File: src/rtl/stopwatch_ctrl_pkg.sv
// Shared types and widths for the stopwatch sequencing controller.
// State encodings match the status value seen by the top level.
package stopwatch_ctrl_pkg;

    localparam int BCD_BIT_WIDTH   = 4;
    localparam int STATE_BIT_WIDTH = 2;

    typedef enum logic [STATE_BIT_WIDTH-1:0] {
        ST_IDLE  = 2'd0,
        ST_RUN   = 2'd1,
        ST_PAUSE = 2'd2,
        ST_LAP   = 2'd3
    } sw_state_t;

    function automatic logic is_counting(input sw_state_t s);
        return (s == ST_RUN) || (s == ST_LAP);
    endfunction

endpackage

File: src/rtl/stopwatch_ctrl_bcd_updown2.sv
// Two-digit BCD up/down counter with terminal value MAX_HI:MAX_LO.
// Wrap pulse is registered alongside the digits.
module bcd_updown2
    import stopwatch_ctrl_pkg::*;
#(
    parameter int MAX_HI = 5,
    parameter int MAX_LO = 9
) (
    input  logic                     clk,
    input  logic                     rst,
    input  logic                     en,
    input  logic                     up_dn,
    input  logic                     clr,
    output logic [BCD_BIT_WIDTH-1:0] hi,
    output logic [BCD_BIT_WIDTH-1:0] lo,
    output logic                     wrap
);

    localparam logic [BCD_BIT_WIDTH-1:0] TOP_HI = BCD_BIT_WIDTH'(MAX_HI);
    localparam logic [BCD_BIT_WIDTH-1:0] TOP_LO = BCD_BIT_WIDTH'(MAX_LO);

    logic at_top;
    logic at_zero;

    assign at_top  = (hi == TOP_HI) && (lo == TOP_LO);
    assign at_zero = (hi == 4'd0) && (lo == 4'd0);

    always_ff @(posedge clk) begin
        if (rst || clr) begin
            hi   <= '0;
            lo   <= '0;
            wrap <= 1'b0;
        end else begin
            wrap <= 1'b0;
            if (en) begin
                if (!up_dn) begin
                    if (at_top) begin
                        hi   <= '0;
                        lo   <= '0;
                        wrap <= 1'b1;
                    end else if (lo == 4'd9) begin
                        lo <= '0;
                        hi <= hi + 4'd1;
                    end else begin
                        lo <= lo + 4'd1;
                    end
                end else begin
                    if (at_zero) begin
                        hi   <= TOP_HI;
                        lo   <= TOP_LO;
                        wrap <= 1'b1;
                    end else if (lo == 4'd0) begin
                        lo <= 4'd9;
                        hi <= hi - 4'd1;
                    end else begin
                        lo <= lo - 4'd1;
                    end
                end
            end
        end
    end

endmodule

File: src/rtl/stopwatch_ctrl.sv
// Start/pause/lap/clear sequencing over a two-digit BCD counter.
// Display shows the lap snapshot while in LAP, otherwise the live count.
module stopwatch_ctrl
    import stopwatch_ctrl_pkg::*;
#(
    parameter int MAX_HI = 5,
    parameter int MAX_LO = 9
) (
    input  logic                       clk,
    input  logic                       rst,
    input  logic                       tick,
    input  logic                       pb_start,
    input  logic                       pb_lap,
    input  logic                       pb_clr,
    input  logic                       mode_selection,
    output logic [BCD_BIT_WIDTH-1:0]   cnt_hi,
    output logic [BCD_BIT_WIDTH-1:0]   cnt_lo,
    output logic [BCD_BIT_WIDTH-1:0]   disp_hi,
    output logic [BCD_BIT_WIDTH-1:0]   disp_lo,
    output logic [STATE_BIT_WIDTH-1:0] state,
    output logic                       running,
    output logic                       lap_active,
    output logic                       wrap
);

    sw_state_t                st_q;
    sw_state_t                st_nxt;
    logic                     take_snap;
    logic                     cnt_en;
    logic [BCD_BIT_WIDTH-1:0] snap_hi;
    logic [BCD_BIT_WIDTH-1:0] snap_lo;

    // Counting follows the state before this cycle's transition.
    assign cnt_en = tick && is_counting(st_q) && !pb_clr;

    bcd_updown2 #(
        .MAX_HI (MAX_HI),
        .MAX_LO (MAX_LO)
    ) u_cnt (
        .clk   (clk),
        .rst   (rst),
        .en    (cnt_en),
        .up_dn (mode_selection),
        .clr   (pb_clr),
        .hi    (cnt_hi),
        .lo    (cnt_lo),
        .wrap  (wrap)
    );

    always_comb begin
        st_nxt    = st_q;
        take_snap = 1'b0;
        if (pb_clr) begin
            st_nxt = ST_IDLE;
        end else if (pb_start) begin
            case (st_q)
                ST_IDLE:  st_nxt = ST_RUN;
                ST_RUN:   st_nxt = ST_PAUSE;
                ST_PAUSE: st_nxt = ST_RUN;
                ST_LAP:   st_nxt = ST_PAUSE;
                default:  st_nxt = ST_IDLE;
            endcase
        end else if (pb_lap) begin
            if (st_q == ST_RUN) begin
                st_nxt    = ST_LAP;
                take_snap = 1'b1;
            end else if (st_q == ST_LAP) begin
                st_nxt = ST_RUN;
            end
        end
    end

    always_ff @(posedge clk) begin
        if (rst) begin
            st_q       <= ST_IDLE;
            snap_hi    <= '0;
            snap_lo    <= '0;
            running    <= 1'b0;
            lap_active <= 1'b0;
        end else begin
            st_q       <= st_nxt;
            running    <= is_counting(st_nxt);
            lap_active <= (st_nxt == ST_LAP);
            if (pb_clr) begin
                snap_hi <= '0;
                snap_lo <= '0;
            end else if (take_snap) begin
                snap_hi <= cnt_hi;
                snap_lo <= cnt_lo;
            end
        end
    end

    assign state   = st_q;
    assign disp_hi = lap_active ? snap_hi : cnt_hi;
    assign disp_lo = lap_active ? snap_lo : cnt_lo;

endmodule

File: config.mk
export PLATFORM = sky130hd
export DESIGN_NAME = stopwatch_ctrl
export DESIGN_NICKNAME = d
export VERILOG_FILES = /design/src/rtl/stopwatch_ctrl_pkg.sv /design/src/rtl/stopwatch_ctrl_bcd_updown2.sv /design/src/rtl/stopwatch_ctrl.sv
export SDC_FILE = /design/constraint.sdc
export NUM_CORES = 1
export LEC_CHECK = 0
export ABC_AREA = 1
export ABC_CLOCK_PERIOD_IN_PS = 1600
export CAP_MARGIN = 25
export CORE_ASPECT_RATIO = 1.4
export CORE_MARGIN = 5
export CORE_UTILIZATION = 50
export CTS_CLUSTER_SIZE = 12
export DETAILED_ROUTE_END_ITERATION = 12
export GPL_ROUTABILITY_DRIVEN = 0
export PLACE_DENSITY = 0.77
export SETUP_SLACK_MARGIN = 0.1
export SLEW_MARGIN = 20
export SYNTH_ARGS = -nofsm -noshare
export SYNTH_HDL_FRONTEND = slang
export SYNTH_SLANG_ARGS = --single-unit
File: constraint.sdc
create_clock -name clk -period 1.6 [get_ports clk]
set_input_delay 0.4 -clock clk [delete_from_list [all_inputs] [get_ports clk]]
set_output_delay 0.4 -clock clk [all_outputs]
set_load 0.01 [all_outputs]
Word level (Yosys, flattened, before mapping):

Cells that the tools add are included.

* bits in registers: 21
* bits of input ports: 7
* output and inout bits: 21
* word-level logic and storage cells: 63

* add/subtract/negate cells: 4
* eq/ne operators: 8
* mux-type cells: 25
* bitwise operators: 1
* reduce and logical (&&, ||, !) cells: 17

Operator list (number)
* 2-to-1 mux 4 bit: 12
* 2-to-1 mux 2 bit: 5
* adder 4 x 1 -> 4 bit, second input constant: 2
* zero test 4 bit: 2
* OR reduction 2 bit: 4
* subtractor 4 x 1 -> 4 bit, second input constant: 2
* 2-to-1 mux 1 bit: 7
* equality test 2 bit, second input constant: 3
* equality test 2 x 1 -> 1 bit, second input constant: 2
* equality test 4 x 3 -> 1 bit, second input constant: 1
* equality test 4 bit, second input constant: 1
* logical AND 1 bit: 4
* case mux 2 bit (2 select lines): 1
* logical OR 1 bit: 3
* inequality test 3 x 1 -> 1 bit, second input constant: 1
* AND reduction 3 bit: 1
* nonzero test 3 bit: 1
* zero test 2 bit: 1
* zero test 1 bit: 1
* inverter 1 bit: 1

Longest topological paths before layout:

Gate-level depths: netlist of run 1.

* depth in word-level cells: 8
* gate-level depth with buffers: 9

Cells and area by module:

A second synthesis of run 1 with hierarchy kept.

* cells, all modules: 184
* area total of the unflattened synthesis: 1298.7 um2

Modules (own cells, without submodules)
* bcd_updown2: instances 1, cells an instance 112, area each 725.7 um2
* stopwatch_ctrl: instances 1, cells an instance 72, area each 573.0 um2

Worst setup path after synthesis of run 1:

Ideal clock, no wire load.

* path type: register to register
* from: register st_q[1] (netlist: state[1])
* to: register u_cnt.lo[3]
* arrival time: 1360 ps
* data required time: 1483 ps
* slack: 123 ps
* cell stages (with the launch flop): 8
* clock period less this slack: 1477 ps
* cells stage by stage: dfxtp_1 > inv_1 > ha_1 > or2_4 > nand3_1 > inv_1 > o21ai_0 > nor2_1

* cells in the longest elaborated chain, start to end: 4
* elaborated cells on any way between the ends: 5

RTL lines
* start, declared: line stopwatch_ctrl.sv:26 `sw_state_t st_q;`
* start signal, assigned: line stopwatch_ctrl.sv:81 `st_q <= st_nxt;`
* equality test 2 x 1 -> 1 bit / equality test 2 bit (equally long branches): line stopwatch_ctrl_pkg.sv:16 `return (s == ST_RUN) || (s == ST_LAP);`
* logical OR 1 bit *: line stopwatch_ctrl_pkg.sv:16
* logical AND 1 bit * (2 in a row): line stopwatch_ctrl.sv:34 `assign cnt_en = tick && is_counting(st_q) && !pb_clr;`
* end signal, assigned: line stopwatch_ctrl_bcd_updown2.sv:45 `lo <= lo + 4'd1;`
* end signal, assigned: line stopwatch_ctrl_bcd_updown2.sv:56 `lo <= lo - 4'd1;`
* end, declared: line stopwatch_ctrl_bcd_updown2.sv:15 `output logic [BCD_BIT_WIDTH-1:0] lo,`

Mark *: on every way between the ends. The rest lies on a longest branch, timed or not.
A chain may end at the register's enable or synchronous reset.

Final worst setup path of run 1:

* from: register lap_active
* to: output disp_lo[3]

* cells in the longest elaborated chain, start to end: 1

RTL lines
* start, declared: line stopwatch_ctrl.sv:22 `output logic lap_active,`
* start signal, assigned: line stopwatch_ctrl.sv:83 `lap_active <= (st_nxt == ST_LAP);`
* 2-to-1 mux 4 bit: line stopwatch_ctrl.sv:96 `assign disp_lo = lap_active ? snap_lo : cnt_lo;`
* end, declared: line stopwatch_ctrl.sv:19 `output logic [BCD_BIT_WIDTH-1:0] disp_lo,`

Every way passes these cells.

==> impl_metrics.toml, run 1 <==
[status]
status = "finished clean"

[layout]
area_growth_pct = 43.8
fin_nets = 257
fin_area_um2 = 1840
drive_gt1_share_pct = 33.3
fill_cells = 192
antenna_cells = 0

[global_routing]
grt_pass1_vias = 1444
grt_overflow = 0
antenna_found_initial = 0
grt_max_degree = 17
track_usage_pct = 20.6
grt_pass1_wl_um = 5910

[timing]
tightest_slew_ps = 228
fin_hold_ws_ps = 453
setup_viol = 0
grt_setup_unrepaired = "yes"
maxSlewHeadroom_pct = 84.7
period_share_pct = 92.6
period_needed_ps = 1480
hold_viol = 0
fin_skew_ps = 1.88
slew_violations = 0
max_freq_ghz = 0.675

[worst_setup_path]
startpoint_type = "flip-flop"
required_ps = 1200
crit_arrival_ps = 1080
cp-end-kind = "output port"
worstSetupPathType = "flip-flop to output port"
max_stage_delay_ps = 360
crit_chain = "buf_6, nand2_1, o21ai_2, buf_2"
cp_max_fo = 8
cpMaxStageDelayCell = "dfxtp_2"

[drt]
drt_first_pass_iters = 5
vias = 1460
wl_per_cell_um = 13.7
dr.first_iter.drc_count = 62
ant_nets = 0
route.detailed.drc = 0
viasPerCell = 5.33
drt_wl_total_um = 3740

[pwr]
power.total_mw = 1.09
p_leak_nw = 0.821
ir_drop_uv = 551
power_density_nw_per_um2 = 591

[cts]
clockBufferDepth = 2
ctsHoldBuffers = 0
cts_tree = "built"
clkTransAtPathRegs_ps = 120
clk_latency_ps = 310
cts_buffers = 3
cts_htree_levels = 1
cts_sinks = 20
cts_root_buffer = "clkbuf_4"

[logic_synthesis]
ys.warnings.count = 0
synth_nets = 207
synth_cell_types = 26
synth.most_common_cell = "o21ai_0"
yosys.area.top_type = "dfxtp_1"
yosys-top-cells-area = "dfxtp_1, o21ai_0, ha_1, inv_1, nand2_1"
async_flop_share_pct = 0
yosysTopAreaCellShare_pct = 31.3
synth_common_cells = "o21ai_0, inv_1, nand2_1"
ys_seq_elements = 20
syn_inst = 191
syn_avg_cell_area_um2 = 6.71
syn-cell-area_um2 = 1280
synth-edff-count = 0
synth-seq-area-share_pct = 31.3
synthFlopType = "dfxtp_1"

[die]
die-area_um2 = 3690
die_w_um = 52.8
row_count = 21
coreArea_um2 = 2420
initial_utilization_pct = 53.0
ioPinCount = 28
die_h_um = 69.9

[placed_design]
place_area_um2 = 1720
portBuffers = 27
hpwl_um = 2720

[min_path]
worstHoldPathType = "flip-flop to flip-flop"

[job]
drv_cap = 0
## final cells by class
cell class                 instances  area [µm²]  area share [%]
clock buffer                       3        22.5            1.22
clock inverter                     1        30.0            1.63
inverter                          30         113            6.11
multi-input combinational        135         825            44.8
sequential                        20         410            22.3
tap                               34        42.5            2.31
timing repair buffer              51         399            21.7
## worst max-delay path, delay by kind of cell (launching register included)
kind | cells | cell delay, ps
DFF | 1 | 360
and+or+nand+nor | 1 | 70
AOI/OAI and AO/OA | 1 | 60
buffers and inverters | 2 | 280
## where the power goes
| group | internal [mW] | leakage [nW] | switching (mW) | total (mW) |
|---|---|---|---|---|
| sequential | 0.503 | 0.165 | 0.00578 | 0.509 |
| combinational | 0.0701 | 0.628 | 0.0827 | 0.153 |
| clock | 0.253 | 0.0279 | 0.173 | 0.426 |
| total | 0.827 | 0.821 | 0.261 | 1.09 |
## cell families (layout without fill, tap and decap cells)
family          after synthesis  after routing  synth area share (%)
simple gates                 75             75                  27.3
buf+inv                      36             85                  11.6
compound gates               48             48                  18.9
flops                        20             20                  31.2
fa+ha+maj                     9              9                  8.79
xor+xnor                      3              3                  2.05
## state kept, by name, summed over array words and instances, names as in the netlist
register,flops
state,2
u_cnt.hi,4
snap_hi,4
snap_lo,4
u_cnt.lo,4
lap_active,1
u_cnt.wrap,1
## final timing paths
check	start	to	slack [ps]	depth (start not counted)
min	snap_hi[3]	snap_hi[3]	450	2
min reg2reg	snap_hi[3]	snap_hi[3]	450	2
max	lap_active	disp_lo[3]	120	4
max reg2reg	u_cnt.lo[1]	u_cnt.hi[2]	130	10
## per-layer routing
metal | part of all wire, % | wire (µm) | global-route usage (%) | vias up
li1 | - | - | - | 720
met4 | 4.4 | 166 | 13.9 | 0
met5 | 0 | 0 | 0 | -
met3 | 4.8 | 181 | 3.62 | 16
met2 | 54 | 2030 | 35.5 | 51
met1 | 37 | 1370 | 21.7 | 673
## metrics by stage
stage          setup slack, ps  std cells  util, %  TNS [ps]
6_report                   118        274     76.2         0
5_1_grt                  -2.38        274     76.2     -2.38
4_1_cts                   97.4        273     73.1         0
3_5_place_dp             -83.2        268     71.3      -351
3_3_place_gp             -29.6        268     71.3     -86.6
2_1_floorplan              123        191        -         0
## layout by cell type, fill, tap and decap left out, types with 2 or more instances in the layout
| cell type | count |
|---|---|
| dlygate4sd2_1 | 5 |
| o21ai_2 | 4 |
| dfxtp_1 | 14 |
| clkdlybuf4s50_1 | 6 |
| nand2_1 | 24 |
| inv_2 | 6 |
| buf_6 | 4 |
| nand2_2 | 7 |
| ha_4 | 3 |
| xor2_1 | 2 |
| buf_2 | 8 |
| ha_1 | 5 |
| inv_1 | 24 |
| clkdlybuf4s15_1 | 4 |
| o21ai_0 | 20 |
| clkbuf_2 | 4 |
| nor2_2 | 5 |
| clkbuf_4 | 3 |
| a21oi_1 | 13 |
| nand3_1 | 12 |
| a21oi_2 | 2 |
| dfxtp_2 | 5 |
| nand4_1 | 3 |
| o21ai_1 | 8 |
| nor2_1 | 17 |
| or2_4 | 2 |
| buf_4 | 20 |
## what timing repair did
| item | 4_1_cts | 5_1_grt |
|---|---|---|
| gates resized for setup | 68 | 37 |
| cloned | 0 | 0 |
| pin swaps | 5 | 6 |
| buffers inserted | 1 | 1 |
| hold endpoints to repair | 0 | 0 |
| setup endpoints to repair | 32 | 26 |
(Power assumes the default switching activity.)
==> run 2, diff against run 1 <==
--- a/config.mk
+++ b/config.mk
@@ -14,7 +14,9 @@
 export CTS_CLUSTER_SIZE = 12
 export DETAILED_ROUTE_END_ITERATION = 12
 export GPL_ROUTABILITY_DRIVEN = 0
+export HOLD_SLACK_MARGIN = 0.15
 export PLACE_DENSITY = 0.77
+export REMOVE_ABC_BUFFERS = 1
 export SETUP_SLACK_MARGIN = 0.1
 export SLEW_MARGIN = 20
 export SYNTH_ARGS = -nofsm -noshare
==> run 2 against run 1 <==
Effect of this change: sequential share of layout area is 0.053 points higher; highest routed layer unchanged; die area stayed put; clock skew hardly changed.
==> impl_metrics.toml, run 2 (same netlist as run 1, synthesis figures left out) <==
[drt]
viasPerCell = 5.40
dr.first_iter.drc_count = 71
drt_wl_total_um = 3940
wl_per_cell_um = 14.3
vias = 1486
route.detailed.drc = 0
ant_nets = 0
drt_first_pass_iters = 4

[cts]
cts_tree = "built"
clockBufferDepth = 2
cts_buffers = 3
clk_latency_ps = 310
cts_sinks = 20
clkTransAtPathRegs_ps = 120
cts_root_buffer = "clkbuf_4"
cts_htree_levels = 1

[die]
die-area_um2 = 3690
ioPinCount = 28
coreArea_um2 = 2420
die_h_um = 69.9
initial_utilization_pct = 53.0
row_count = 21
die_w_um = 52.8

[job]
drv_cap = 0

[layout]
fin_nets = 258
drive_gt1_share_pct = 30.7
final_cells = 275
fin_util_pct = 75.8
antenna_cells = 0
most-common-layout-cells = "inv_1, nand2_1, buf_4, o21ai_0, nor2_1"
area_growth_pct = 43.0

[global_routing]
grt_pass1_wl_um = 5820
track_usage_pct = 20.1
grt_pass1_vias = 1383
grt_max_degree = 18
antenna_found_initial = 0
grt_overflow = 0

[timing]
setup_viol = 0
maxSlewHeadroom_pct = 80.0
slew_violations = 0
fin_hold_ws_ps = 455
tns_ps = 0
period_share_pct = 94.9
period_needed_ps = 1520
max_freq_ghz = 0.659
tightest_slew_ps = 297
hold_viol = 0
grt_setup_unrepaired = "yes"
fin_skew_ps = 1.95

[placed_design]
hpwl_um = 2730
portBuffers = 27
post-place-cells = 267

[worst_setup_path]
rrSetupSlack_ps = 140
startpoint_type = "flip-flop"
crit_arrival_ps = 1120
worstSetupPathType = "flip-flop to output port"
cp_max_fo = 17
cp-end-kind = "output port"
required_ps = 1200

[pwr]
p_leak_nw = 0.825
power_density_nw_per_um2 = 591
ir_drop_uv = 421
power.total_mw = 1.08

[min_path]
worstHoldPathType = "flip-flop to flip-flop"

[status]
status = "finished clean"
==> run 2: cell types whose count changed in the layout (fill, tap and decap cells not counted), sizes merged <==
| cell | delta |
|---|---|
| buf | +1 |
| clkdlybuf4s15 | -1 |
| dlygate4sd2 | +1 |
==> run 2: per-layer routing <==
metal / share of wire (%) / global-route usage, % / wire [µm]
met3: 4.9 / 2.55 / 192
met2: 53 / 38.1 / 2100
met1: 38 / 21.2 / 1480
met4: 4.2 / 7.39 / 165
met5: 0 / 0 / 0
==> run 2: per-stage QoR <==
| stage | instance area [µm²] | setup WS [ps] |
|---|---|---|
| finish | 1830 | 81.5 |
| CTS | 1750 | 80.4 |
| global placement | 1730 | -73.2 |
| global route | 1830 | 26.3 |
| floorplan | 1240 | 122 |
| detailed placement | 1730 | -88.0 |
==> run 2: layout make-up <==
type                       count  area, µm²
inverter                      30        113
timing repair buffer          52        414
tap                           34       42.5
sequential                    20        409
multi-input combinational    135        801
clock buffer                   3       22.5
fill                         195        586
clock inverter                 1       30.0
==> run 2: final timing paths <==
check | startpoint | end | cells after the start
max | lap_active | disp_lo[1] | 4
min | snap_lo[2] | snap_lo[2] | 2
min reg2reg | snap_lo[2] | snap_lo[2] | 2
max reg2reg | u_cnt.lo[1] | u_cnt.lo[0] | 8
==> run 2: repair_timing <==
| item | CTS | global route |
|---|---|---|
| endpoints found under the setup margin | 30 | 27 |
| pin swaps | 1 | 9 |
| hold buffers | 0 | 0 |
| resized for setup | 67 | 28 |
| setup buffers | 0 | 4 |
==> run 2: worst max-delay path, cell delays in order (launching register included) <==
cell     delay [ps]
dfxtp_2         360
buf_12          140
nand2_2          60
o21ai_1          90
buf_2           160
==> run 2: report_power, final <==
group	internal (mW)	switching [mW]	total [mW]
Combinational	0.0671	0.0796	0.147
Clock	0.253	0.174	0.427
Sequential	0.504	0.00441	0.509
Total	0.825	0.258	1.08
==> run 3, diff against run 2 <==
--- a/config.mk
+++ b/config.mk
@@ -7,7 +7,7 @@
 export LEC_CHECK = 0
 export ABC_AREA = 1
 export ABC_CLOCK_PERIOD_IN_PS = 1600
-export CAP_MARGIN = 25
+export CAP_MARGIN = 20
 export CORE_ASPECT_RATIO = 1.4
 export CORE_MARGIN = 5
 export CORE_UTILIZATION = 50
==> results of run 3 <==
The final DEF is identical to that of run 2; final timing and power are the same.
